File: src/rtl/pipe_stage_reg.sv
// Generic pipeline stage register: valid/ready handshake, optional two-entry skid
// buffer, global stall hold and flush-to-bubble. Empty entries always carry ctrl=0.
module pipe_stage_reg #(
    parameter int unsigned DATA_W = 32,
    parameter int unsigned CTRL_W = 8,
    parameter int unsigned SKID   = 1
) (
    input  logic              clk,
    input  logic              rst,
    input  logic              stall,
    input  logic              flush,
    input  logic              in_valid,
    output logic              in_ready,
    input  logic [CTRL_W-1:0] in_ctrl,
    input  logic [DATA_W-1:0] in_data,
    output logic              out_valid,
    input  logic              out_ready,
    output logic [CTRL_W-1:0] out_ctrl,
    output logic [DATA_W-1:0] out_data,
    output logic [1:0]        occupancy
);

    typedef enum logic [1:0] {
        EMPTY = 2'd0,
        ONE   = 2'd1,
        FULL  = 2'd2
    } state_t;

    state_t            state;
    logic              ready_en;
    logic [CTRL_W-1:0] main_ctrl, skid_ctrl;
    logic [DATA_W-1:0] main_data, skid_data;
    logic              main_valid, skid_valid;
    logic              push, pop;

    assign main_valid = (state != EMPTY);
    assign skid_valid = (state == FULL);

    // ready_en keeps in_ready low until the first edge after reset release
    always_comb begin
        in_ready = 1'b0;
        if (SKID != 0)
            in_ready = ready_en & ~skid_valid & ~stall & ~flush;
        else
            in_ready = ready_en & (~main_valid | out_ready) & ~stall & ~flush;
    end

    assign out_valid = main_valid & ~stall & ~flush;
    assign push      = in_valid & in_ready;
    assign pop       = out_valid & out_ready;
    assign out_ctrl  = main_ctrl;
    assign out_data  = main_data;

    always_comb begin
        case (state)
            ONE:     occupancy = 2'd1;
            FULL:    occupancy = 2'd2;
            default: occupancy = 2'd0;
        endcase
    end

    always_ff @(posedge clk or negedge rst) begin
        if (!rst) begin
            state     <= EMPTY;
            ready_en  <= 1'b0;
            main_ctrl <= '0;
            main_data <= '0;
            skid_ctrl <= '0;
            skid_data <= '0;
        end else begin
            ready_en <= 1'b1;
            if (flush) begin
                // data registers intentionally keep their contents
                state     <= EMPTY;
                main_ctrl <= '0;
                skid_ctrl <= '0;
            end else begin
                case (state)
                    EMPTY: begin
                        if (push) begin
                            main_ctrl <= in_ctrl;
                            main_data <= in_data;
                            state     <= ONE;
                        end
                    end
                    ONE: begin
                        if (push && (pop || SKID == 0)) begin
                            main_ctrl <= in_ctrl;
                            main_data <= in_data;
                        end else if (push) begin
                            skid_ctrl <= in_ctrl;
                            skid_data <= in_data;
                            state     <= FULL;
                        end else if (pop) begin
                            main_ctrl <= '0;
                            state     <= EMPTY;
                        end
                    end
                    FULL: begin
                        if (pop) begin
                            main_ctrl <= skid_ctrl;
                            main_data <= skid_data;
                            skid_ctrl <= '0;
                            state     <= ONE;
                        end
                    end
                    default: state <= EMPTY;
                endcase
            end
        end
    end

endmodule

File: config.mk
export PLATFORM = sky130hd
export DESIGN_NAME = pipe_stage_reg
export DESIGN_NICKNAME = d
export VERILOG_FILES = /design/src/rtl/pipe_stage_reg.sv
export SDC_FILE = /design/constraint.sdc
export NUM_CORES = 1
export LEC_CHECK = 0
export BUFFER_PORTS_ARGS = -buffer_cell sky130_fd_sc_hd__buf_2
export CORE_UTILIZATION = 58
export DETAILED_ROUTE_END_ITERATION = 7
export GPL_ROUTABILITY_DRIVEN = 0
export PLACE_DENSITY_LB_ADDON = 0.15
export SLEW_MARGIN = 20
export SYNTH_ARGS = -nofsm -noshare
export SYNTH_HDL_FRONTEND = slang
export SYNTH_SLANG_ARGS = --single-unit
File: constraint.sdc
create_clock -name clk -period 4.1 [get_ports clk]
set_input_delay 0.82 -clock clk [delete_from_list [all_inputs] [get_ports clk]]
set_output_delay 0.82 -clock clk [all_outputs]
set_load 0.02 [all_outputs]
==> impl_metrics.json <==
{
  "die_h_um": 84.7,
  "r2r_cells": 6,
  "grt_use_total_pct": 22.4,
  "async_flop_share_pct": 100,
  "drc_errors": 0,
  "cts_hold_buf": 0,
  "syn_inst": 270,
  "area_delta_synth_final_pct": 16.5,
  "crit_chain": "inv_1 > ha_1 > nor4b_4 > and4b_2 > a311oi_4 > a22o_1",
  "arrival_ps": 3070,
  "netlist.area_leader.share_pct": 52.4,
  "status": "completed",
  "multi_input_area_sq_mm": 0.00179,
  "synth_top_family_by_area": "multiplexers",
  "cp-start-kind": "flip-flop",
  "path_max_fanout": 41,
  "cp.required_ps": 4370,
  "netlist_area_sq_mm": 0.00397,
  "clkPwrFrac_pct": 25.0,
  "clock-sinks": 83,
  "syn-num-nets": 320,
  "grt_pass1_vias": 2549,
  "io-pin-count": 90,
  "die_w_um": 84.7,
  "fin_skew_ps": 8.93,
  "antenna_left": 0,
  "finalWirelength_um": 7270,
  "cts_tree": "yes",
  "reg2reg_to": "skid_ctrl[6]",
  "cts_max_level": 3,
  "layout_min_cycle_time_ps": 2800,
  "synth_seq_cells": 83,
  "clock-root-buffer": "clkbuf_8",
  "hold_path.class": "primary input to asynchronous set/reset pin",
  "syn_avg_cell_area_sq_um": 14.7,
  "setup_tns_ps": 0,
  "internal_power_mw": 1.57,
  "seqCellArea_sq_mm": 0.00208,
  "crit_path_end_kind": "flip-flop",
  "max_freq_mhz": 358,
  "seq_power_share_pct": 47.6,
  "synth-compound-area-share_pct": 6.72,
  "rows": 29,
  "core_area_sq_mm": 0.00646,
  "rsz0062_at_grt": "no",
  "antenna_found_initial": 0,
  "clock_latency_ps": 340,
  "fin_crit_sh_pct": 68.2,
  "grt_pass1_wl_um": 12300,
  "clockBufferDepth": 2,
  "finalPower_mw": 2.23,
  "cts_buffers": 9,
  "synth-adder-area-share_pct": 1.26,
  "p_sw_mw": 0.659,
  "power_density_mw_per_mm2": 483,
  "synthMuxAreaShare_pct": 32.4,
  "crit_path_top_delay_cell": "and4b_2",
  "vdd.ir_drop.worst_v": 0.000302,
  "worstMarginPinSlew_ps": 1030,
  "cts_resized": 0,
  "overflow": 0,
  "synth.distinct_cells": 31,
  "setup_viol": 0,
  "ys.flop_type": "dfrtp_1",
  "drive_above_1_share_pct": 57.7,
  "grt_start_max_net_pins": 84,
  "cts.clk_slew.worst_paths_ps": 80,
  "synth-edff-count": 0,
  "vias_per_cell": 5.69,
  "swShare_pct": 29.5,
  "yosysSeqAreaShare_pct": 52.4,
  "relSlewSlack_pct": 31.6,
  "start_util_pct": 61.4,
  "port_buffers": 89,
  "hold_viol": 0,
  "ys_top_cells_by_area": "dfrtp_1 (52%), mux2_2 (19%), mux2_4 (11%), a22o_1 (3.5%), mux2i_1 (2.3%)",
  "crit_type": "flip-flop to flip-flop",
  "wl_per_cell_um": 16.7,
  "synth_xor_area_share_pct": 0,
  "synth_warnings": 0,
  "synthSimpleGateAreaFrac_pct": 4.23,
  "cap_viol_max_count": 0,
  "p_leak_nw": 2.33,
  "p_comb_share_pct": 27.4,
  "post_cts_buffers": 0,
  "r2r_slack_ps": 1300,
  "drt_pass1_iterations": 6,
  "synth_area_leader_cell": "dfrtp_1",
  "rr_startpoint": "state[0]",
  "drt_iter0_markers": 111,
  "die-area_sq_mm": 0.00717,
  "num_vias": 2470,
  "slew_violations": 0,
  "n_fill_cell": 459,
  "antennaDiodeCount": 0,
  "slowest_delay_ps": 630,
  "dp_hpwl_um": 4580,
  "nets": 404
}
-- cells by family (layout without fill, tap and decap cells) --
family | count (synthesis) | in the layout
fa+ha+maj | 4 | 4
flops | 83 | 83
compound gates | 33 | 33
buf+inv | 22 | 109
simple gates | 22 | 22
mux | 105 | 105
other cells | 1 | 1
-- metal layers --
layer,part of all wire (%),wire [um],up-vias,GRT usage [%]
met3,4.2,305,7,6.19
met1,47,3390,1248,30.5
met2,48,3490,66,34.9
met5,0,0,-,0
met4,1.2,88,0,7.86
li1,-,-,1149,-
-- critical path: cells and delay by family, from the launching register on --
kind,cells,cell delay [ps]
adders and majority gates,1,320
DFF,1,380
AOI/OAI and AO/OA,2,790
buffers and inverters,1,90
and+or+nand+nor,2,1150
-- metrics by stage --
step,cell area [sq um],util (%),hold slack (ps),setup slack [ps],std cells
floorplan,3970,-,467,1400,270
CTS,4610,71.3,508,1110,434
global route,4620,71.5,518,1040,434
finish,4620,71.5,504,1300,434
global placement,4420,68.5,483,1010,420
detailed placement,4420,68.5,486,950,420
-- how the worst max path moves through the flow --
stage,startpoint,end,depth (start not counted)
3_3_place_gp,flush,out_data[14],5
6_report,state[0],skid_ctrl[6],6
2_1_floorplan,flush,out_data[10],6
3_5_place_dp,flush,skid_ctrl[5],5
5_1_grt,state[0],skid_ctrl[6],6
4_1_cts,state[0],out_data[0],7
-- power by group through the flow --
stage / clock network (mW) / logic (mW) / registers (mW)
6_report: 0.558 / 0.612 / 1.06
5_1_grt: 0.616 / 0.654 / 1.08
4_1_cts: 0.573 / 0.619 / 1.06
3_5_place_dp: 0 / 0.620 / 1.07
3_3_place_gp: 0 / 0.608 / 1.07
2_1_floorplan: 0 / 0.257 / 1.22
-- layout make-up --
cell class,instances,area share (%)
Tap cell,77,2.09
Multi-Input combinational cell,165,38.7
Sequential cell,83,45.0
Timing Repair Buffer,90,9.94
Clock inverter,3,0.867
Clock buffer,11,3.06
Inverter,5,0.406
-- cell usage in the layout, fill, tap and decap left out, types with 2 or more instances in the layout --
master / instances
clkinv_2: 2
nand2b_1: 9
mux2_2: 66
nor3_1: 2
clkbuf_8: 10
dfrtp_1: 83
a22o_1: 16
buf_2: 88
inv_1: 5
mux2_4: 30
nor2_1: 2
nor4b_4: 2
o21ai_0: 2
a21oi_1: 9
ha_1: 3
mux2i_1: 9
-- registers in the layout, indices dropped and copies added (netlist names) --
name,cells
state,2
skid_ctrl,8
ready_en,1
out_data,32
out_ctrl,8
skid_data,32
-- synthesized netlist by cell type, types with 4 or more instances --
| cell | number |
|---|---|
| a21oi_1 | 9 |
| inv_1 | 5 |
| buf_2 | 4 |
| nand2b_1 | 9 |
| mux2i_1 | 9 |
| mux2_2 | 66 |
| a22o_1 | 16 |
| clkbuf_1 | 7 |
| ha_1 | 4 |
| dfrtp_1 | 83 |
| mux2_4 | 30 |
| buf_6 | 4 |
Note: power is estimated with default switching activity, not from simulation.
